<file path="src/rtl/arm_fetch_pkg.sv">
// Shared types for the ARM instruction fetch front-end.
package arm_fetch_pkg;

    typedef enum logic [1:0] {
        FETCH,
        WAIT,
        DISCARD
    } fetch_state_t;

    localparam int unsigned WORD_BYTES = 4;

    typedef struct packed {
        logic [31:0] instr;
        logic [31:0] pc;
    } fetch_entry_t;

endpackage

</file>
<file path="src/rtl/arm_fetch_fifo.sv">
// Small instruction buffer holding {instr, pc} entries; flush wins over push/pop.
module arm_fetch_fifo
    import arm_fetch_pkg::*;
#(
    parameter int unsigned DEPTH = 2
) (
    input  logic                     clk,
    input  logic                     rst_n,
    input  logic                     push,
    input  fetch_entry_t             push_data,
    input  logic                     pop,
    input  logic                     flush,
    output logic [$clog2(DEPTH):0]   count,
    output fetch_entry_t             head,
    output logic                     empty,
    output logic                     full
);

    localparam int unsigned AW = $clog2(DEPTH);

    fetch_entry_t    mem_q [DEPTH];
    logic [AW-1:0]   rd_ptr_q;
    logic [AW-1:0]   wr_ptr_q;
    logic [AW:0]     count_q;
    logic            do_push;
    logic            do_pop;

    assign empty   = (count_q == '0);
    assign full    = (count_q == (AW+1)'(DEPTH));
    assign do_push = push && (!full || pop);
    assign do_pop  = pop && !empty;
    assign count   = count_q;
    assign head    = mem_q[rd_ptr_q];

    always_ff @(posedge clk or negedge rst_n) begin
        if (!rst_n) begin
            rd_ptr_q <= '0;
            wr_ptr_q <= '0;
            count_q  <= '0;
        end else if (flush) begin
            rd_ptr_q <= '0;
            wr_ptr_q <= '0;
            count_q  <= '0;
        end else begin
            if (do_push) wr_ptr_q <= wr_ptr_q + AW'(1);
            if (do_pop)  rd_ptr_q <= rd_ptr_q + AW'(1);
            count_q <= count_q + (AW+1)'(do_push) - (AW+1)'(do_pop);
        end
    end

    // Storage needs no reset: entries are only visible through count_q.
    always_ff @(posedge clk) begin
        if (do_push && !flush) mem_q[wr_ptr_q] <= push_data;
    end

endmodule

</file>
<file path="src/rtl/arm_fetch_unit.sv">
// Fetch front-end: single-outstanding imem requests, redirect handling, buffered output.
module arm_fetch_unit
    import arm_fetch_pkg::*;
#(
    parameter logic [31:0] RESET_PC   = 32'h0000_0000,
    parameter int unsigned FIFO_DEPTH = 2
) (
    input  logic        clk,
    input  logic        reset,
    output logic        imem_req,
    output logic [31:0] imem_addr,
    input  logic        imem_ready,
    input  logic        imem_rvalid,
    input  logic [31:0] imem_rdata,
    input  logic        PCSrc,
    input  logic [31:0] BranchTarget,
    output logic [31:0] Instr,
    output logic [31:0] InstrPC,
    output logic        InstrValid,
    input  logic        InstrReady
);

    localparam int unsigned CW = $clog2(FIFO_DEPTH) + 1;

    fetch_state_t  state_q, state_d;
    logic [31:0]   fetch_pc_q, fetch_pc_d;
    logic [31:0]   req_pc_q, req_pc_d;

    logic [CW-1:0] fifo_count;
    fetch_entry_t  fifo_head;
    fetch_entry_t  push_entry;
    logic          fifo_empty;
    logic          fifo_full;
    logic          fifo_push;
    logic          fifo_pop;
    logic          outstanding;
    logic          space;
    logic          accept;
    logic          unused_bt_lsb;

    assign unused_bt_lsb = ^BranchTarget[1:0];
    assign outstanding   = (state_q != FETCH);
    // A slot is reserved for the in-flight response so it can never overflow the buffer.
    assign space  = !fifo_full &&
                    (({{(32-CW){1'b0}}, fifo_count} + {31'd0, outstanding}) < FIFO_DEPTH);
    assign accept = imem_req && imem_ready;

    always_ff @(posedge clk or negedge reset) begin
        if (!reset) begin
            state_q    <= FETCH;
            fetch_pc_q <= RESET_PC;
            req_pc_q   <= '0;
        end else begin
            state_q    <= state_d;
            fetch_pc_q <= fetch_pc_d;
            req_pc_q   <= req_pc_d;
        end
    end

    always_comb begin
        state_d    = state_q;
        fetch_pc_d = fetch_pc_q;
        req_pc_d   = req_pc_q;
        case (state_q)
            FETCH: begin
                if (accept) begin
                    state_d    = WAIT;
                    req_pc_d   = fetch_pc_q;
                    fetch_pc_d = fetch_pc_q + 32'(WORD_BYTES);
                end
            end
            WAIT: begin
                if (imem_rvalid)  state_d = FETCH;
                else if (PCSrc)   state_d = DISCARD;
            end
            DISCARD: begin
                if (imem_rvalid)  state_d = FETCH;
            end
            default: state_d = FETCH;
        endcase
        if (PCSrc) fetch_pc_d = {BranchTarget[31:2], 2'b00};
    end

    always_comb begin
        imem_req         = reset && (state_q == FETCH) && space && !PCSrc;
        imem_addr        = fetch_pc_q;
        fifo_push        = (state_q == WAIT) && imem_rvalid;
        push_entry.instr = imem_rdata;
        push_entry.pc    = req_pc_q;
        InstrValid       = !fifo_empty;
        fifo_pop         = !fifo_empty && InstrReady;
        Instr            = fifo_empty ? '0 : fifo_head.instr;
        InstrPC          = fifo_empty ? '0 : fifo_head.pc;
    end

    arm_fetch_fifo #(
        .DEPTH (FIFO_DEPTH)
    ) u_fifo (
        .clk       (clk),
        .rst_n     (reset),
        .push      (fifo_push),
        .push_data (push_entry),
        .pop       (fifo_pop),
        .flush     (PCSrc),
        .count     (fifo_count),
        .head      (fifo_head),
        .empty     (fifo_empty),
        .full      (fifo_full)
    );

endmodule

</file>
<file path="config.mk">
export PLATFORM = sky130hd
export DESIGN_NAME = arm_fetch_unit
export DESIGN_NICKNAME = d
export VERILOG_FILES = /design/src/rtl/arm_fetch_pkg.sv /design/src/rtl/arm_fetch_fifo.sv /design/src/rtl/arm_fetch_unit.sv
export SDC_FILE = /design/constraint.sdc
export NUM_CORES = 1
export LEC_CHECK = 0
export ABC_AREA = 1
export BUFFER_PORTS_ARGS = -buffer_cell sky130_fd_sc_hd__buf_2
export CAP_MARGIN = 40
export CORE_MARGIN = 3
export CORE_UTILIZATION = 50
export DETAILED_ROUTE_END_ITERATION = 8
export GPL_ROUTABILITY_DRIVEN = 1
export HOLD_SLACK_MARGIN = 0.15
export PLACE_DENSITY = 0.75
export SLEW_MARGIN = 20
export SYNTH_ARGS = -nofsm -noshare
export SYNTH_HDL_FRONTEND = slang
export SYNTH_SLANG_ARGS = --single-unit
export TNS_END_PERCENT = 5
</file>
<file path="constraint.sdc">
create_clock -name clk -period 5.25 [get_ports clk]
set_input_delay 1.05 -clock clk [delete_from_list [all_inputs] [get_ports clk]]
set_output_delay 1.05 -clock clk [all_outputs]
set_load 0.005 [all_outputs]
</file>
# Word-level counts from Yosys, hierarchy flattened
# Memories as Yosys holds them, arrays and structs flattened.
# Cells that the tools add are included.
[word_totals]
ff_bits = 70
ram_bits = 128
out_inout_bits = 98
elab_cells = 61
mem_count = 1
[op_classes]
n_addsub = 6
magnitude_cmp = 1
eq_ne = 6
n_mux = 17
n_reduce_logical = 24
[mem_list]
columns = ["memory", "depth", "width", "read_ports", "rd_clocked_by_memory_dff", "wr", "line_no", "source"]
rows = [
  ["u_fifo.mem_q", 2, 64, 1, 0, 1, "arm_fetch_fifo.sv:21", "fetch_entry_t mem_q [DEPTH];"],
]
[ops]
columns = ["operator", "n"]
rows = [
  ["32-bit two-way mux", 5],
  ["32-bit by 3-bit adder with 32-bit output (second input constant)", 1],
  ["1-bit logical AND", 10],
  ["2-bit two-way mux", 5],
  ["2-bit nonzero test", 5],
  ["1-bit two-way mux", 6],
  ["2-bit case mux with 3 select lines", 1],
  ["2-bit == test (second input constant)", 2],
  ["2-bit zero test", 2],
  ["2-bit inequality test (second input constant)", 2],
  ["2-bit AND reduction", 2],
  ["2-bit by 1-bit adder with 3-bit output", 1],
  ["1-bit zero test", 3],
  ["3-bit by 2-bit less-than comparator with 1-bit output (second input constant)", 1],
  ["3-bit inequality test (second input constant)", 1],
  ["3-bit AND reduction", 1],
  ["1-bit adder (second input constant)", 2],
  ["2-bit by 1-bit adder with 2-bit output", 1],
  ["2-bit by 1-bit == test with 1-bit output (second input constant)", 1],
  ["2-bit by 1-bit subtractor with 2-bit output", 1],
  ["1-bit logical OR", 1],
]

# Depth between registers and ports, before layout
[logic_depth]
ltp_word = 10
mapped_depth = 10

# Modules after synthesis
# A second synthesis with hierarchy kept.
[unflattened]
hier_cells = 1003
hier_area_um2 = 8883.5
[by_module_without_submodules]
columns = ["module", "instances", "cells_each", "area_each_um2", "seq_area_each_um2"]
rows = [
  ["arm_fetch_fifo", 1, 373, 4912.2, 3943.8],
  ["arm_fetch_unit", 1, 630, 3971.3, 1551.5],
]

# Worst setup path after synthesis
# OpenSTA, ideal clock, no wires.
[synth_path]
kind = "input-to-reg"
from = "input port InstrReady"
to = "memory u_fifo.mem_q[0][10] (netlist name) (enable)"
setup_time_ns = 0.560
t_arrival_ns = 5.531
required_ns = 4.690
slack_ns = -0.841
path_stages = 4
path_cell_list = "inv_1 -> nand3_1 -> nand4_1 -> nor3_1"
[synth_between]
elab_chain_len = 6
[synth_rtl]
columns = ["element", "line_no", "source"]
rows = [
  ["from (decl)", "arm_fetch_unit.sv:20", "input logic InstrReady"],
  ["1-bit logical AND", "arm_fetch_unit.sv:91", "fifo_pop = !fifo_empty && InstrReady;"],
  ["1-bit logical OR", "arm_fetch_fifo.sv:30", "assign do_push = push && (!full || pop);"],
  ["1-bit logical AND", "arm_fetch_fifo.sv:30", ""],
  ["1-bit logical AND", "arm_fetch_fifo.sv:53", "if (do_push && !flush) mem_q[wr_ptr_q] <= push_data;"],
  ["1-bit two-way mux", "arm_fetch_fifo.sv:53", ""],
  ["1-bit two-way mux (implied by the code)", "arm_fetch_fifo.sv:53", ""],
  ["to (decl)", "arm_fetch_fifo.sv:21", ""],
]
# Every way passes these cells.

# Worst setup path in the final report
[layout_path]
from = "input port PCSrc"
to = "output port imem_req"
[layout_between]
elab_chain_len = 2
[layout_rtl]
columns = ["element", "line_no", "source"]
rows = [
  ["from (decl)", "arm_fetch_unit.sv:15", "input logic PCSrc,"],
  ["1-bit zero test", "arm_fetch_unit.sv:85", "imem_req = reset && (state_q == FETCH) && space && !PCSrc;"],
  ["1-bit logical AND", "arm_fetch_unit.sv:85", ""],
  ["to (decl)", "arm_fetch_unit.sv:10", "output logic imem_req,"],
]
# Every way passes these cells.

==> out/qor.txt <==
# diodes = 0
wire per inst = 15.2 um
first-pass GRT wire length = 29.6 mm
Startpoint Class = input port
most frequent cells after synthesis = nand2_1 (295), edfxtp_1 (124), dfrtp_1 (66), inv_1 (65), a21oi_1 (64)
Setup Buffers After CTS = 0
Setup Skew = 0.0119 ns
die area = 18100 um2
met1 usage = 28.6%
Max Buffers Root-to-Sink = 2
core area = 16000 um2
GR peak layer = met2
# IOs = 168
vias per cell = 5.07
drt pass-1 iters = 5
met3 track demand over resource = 4.61%
CP Max Fanout = 36
setup tns final = 0 ns
Post-synth EDFFs = 124
Yosys top cell area share = 45.1%
CTS tree = built
Peak VDD IR = 362 uV
count leader, synth = nand2_1
DR iter-0 viols = 356
most frequent CP cell = buf_2
post-place instance area = 9300 um2
slowest CP cell = buf_2
final-stage net count = 1074
#FFs+latches synth = 190
Power Dens Cells = 452 nW/um2
Synth cell types = 29
met2 Use GR = 33.4%
Clock Pin Slew Worst Setup and Hold Paths = 0.07 ns
Avg Cell Area, Syn = 9.74 um2
GRT overflow = 0
RSZ-0062 raised after global routing = false
Area growth, synth to finish = 20.1%
Leakage = 4.39 nW
final worst-path cycle share = 67.7%
Post-Layout Inst Area = 9900 um2
Port Buffers = 161
die width = 134 um
Final Hold Viols = 0
Final Power = 0.00447 W
fin. max-slew vios = 0
# clock sinks = 190
initial antenna violation count = 0
fin crit period = 3.55 ns
Clock Tree Root = clkbuf_16
H-tree levels = 4
Hold Crit Class = register to register
worst skew pair latency = 0.42 ns
status = complete, no violations
register area = 5380 um2
max cap viols = 0
post-route DRC violation count = 0
fmax = 281 MHz
worst rel slew slack = 53.0%
routability cong. = 0.885
Antenna Nets Post-Route = 0
# setup viols final = 0
routed via count = 6235
layout cell share with drive strength beyond 1 = 21.6%
WP data arrival = 2.50 ns
Multi-input gate area = 2470 um2
Synth area leader = edfxtp_1
yosys warns = 0
vias in the first global route = 5886
largest cells by area after synthesis = edfxtp_1 (45%), dfrtp_1 (20%), nand2_1 (13%)
Total GRT Usage = 20.9%
worst slew pin tran = 0.705 ns
WP data required = 4.20 ns
hold-fix buffers at CTS = 0
Initial Util = 51.5%
Syn Inst Count = 847
share of synthesized registers carrying an async set or reset = 34.7%
Routed Wire Length = 18.7 mm
TritonCTS Buffers = 17
Resized cells post-CTS = 0
critical-path cell list = buf_2 > clkinv_2 > nand2_2 > nor2_4 > nand2_1 > inv_1 > buf_2
synthesized area = 8250 um2
Seq/Total Area, Yosys = 65.2%
Top FF cell, synth = edfxtp_1
Filler cells = 1360
# rows = 46
Setup CP Type = input port to output pin
largest net degree at the start of global routing = 65
slowest stage delay, CP = 0.54 ns
post-DP HPWL = 12.4 mm
chip height = 134 um
critical path endpoint category = output pin
-- worst max-delay path, delay by kind of cell --
| kind | cells | cell delay, ns |
|---|---|---|
| buffers and inverters | 4 | 1.11 |
| AND/OR/NAND/NOR | 3 | 0.32 |
-- where the power goes --
part	internal, W	switching, W	total, W
clock network	0.000712	0.000538	0.00125
registers	0.00185	0.000168	0.00201
logic	0.000451	0.000761	0.00121
total	0.00301	0.00147	0.00447
-- cell families after synthesis --
kind of cell	after synthesis	share of synthesized area (%)
and+or+nand+nor	413	20.4
buffers and inverters	108	5.32
other	1	0.0455
AOI/OAI and AO/OA	126	8.01
DFF	190	65.2
adders and majority gates	3	0.455
xor gates and xnor gates	6	0.637
-- layout by cell type (no fill, tap or decap), types with 10 or more instances in the layout --
cell type,n
a21oi_1,64
edfxtp_1,124
dfrtp_1,65
clkbuf_16,19
inv_1,65
nor2_1,52
o21ai_0,50
nand3_1,42
buf_2,161
o211ai_1,10
nand2_1,295
-- registers in the layout, indices dropped and copies added (netlist names) --
name and count:
imem_addr 30, req_pc_q 30, u_fifo.count 2, state_q 2, u_fifo.wr_ptr_q 1, u_fifo.mem_q 124
u_fifo.rd_ptr_q 1
-- final cells by class --
class	count	share of cell area, %
Clock buffer	20	4.84
Clock inverter	12	1.09
Inverter	68	2.59
Multi-Input combinational cell	552	25.0
Sequential cell	190	54.3
Tap cell	216	2.73
Timing Repair Buffer	172	9.50
-- layer usage --
metal | vias up | share of wire [%]
met4 | 0 | 2.3
met3 | 30 | 6.7
met1 | 2883 | 45
met2 | 226 | 46
li1 | 3096 | -
met5 | - | 0
-- metrics by stage --
stage	instances	hold slack [ns]	util [%]	setup WS, ns
final	1230	0.476	61.9	1.70
after floorplan	850	0.442	-	0.525
after CTS	1229	0.477	61.8	1.73
after detailed placement	1197	0.455	58.1	1.73
after global routing	1230	0.492	61.9	1.61
after global placement	1194	0.450	57.7	1.74
-- path summary, 6_finish.rpt --
check / to / startpoint / slack [ns] / cells past startpoint
max in group asynchronous: req_pc_q[11] / reset / 4.09 / 3
min: u_fifo.mem_q[0][22] / req_pc_q[22] / 0.48 / 0
max reg2reg: u_fifo.count[1] / u_fifo.count[1] / 3.07 / 7
min in group asynchronous: req_pc_q[25] / reset / 0.63 / 2
max: imem_req / PCSrc / 1.70 / 7
min reg2reg: u_fifo.mem_q[0][22] / req_pc_q[22] / 0.48 / 0
Power figures use the tool's default switching activity.
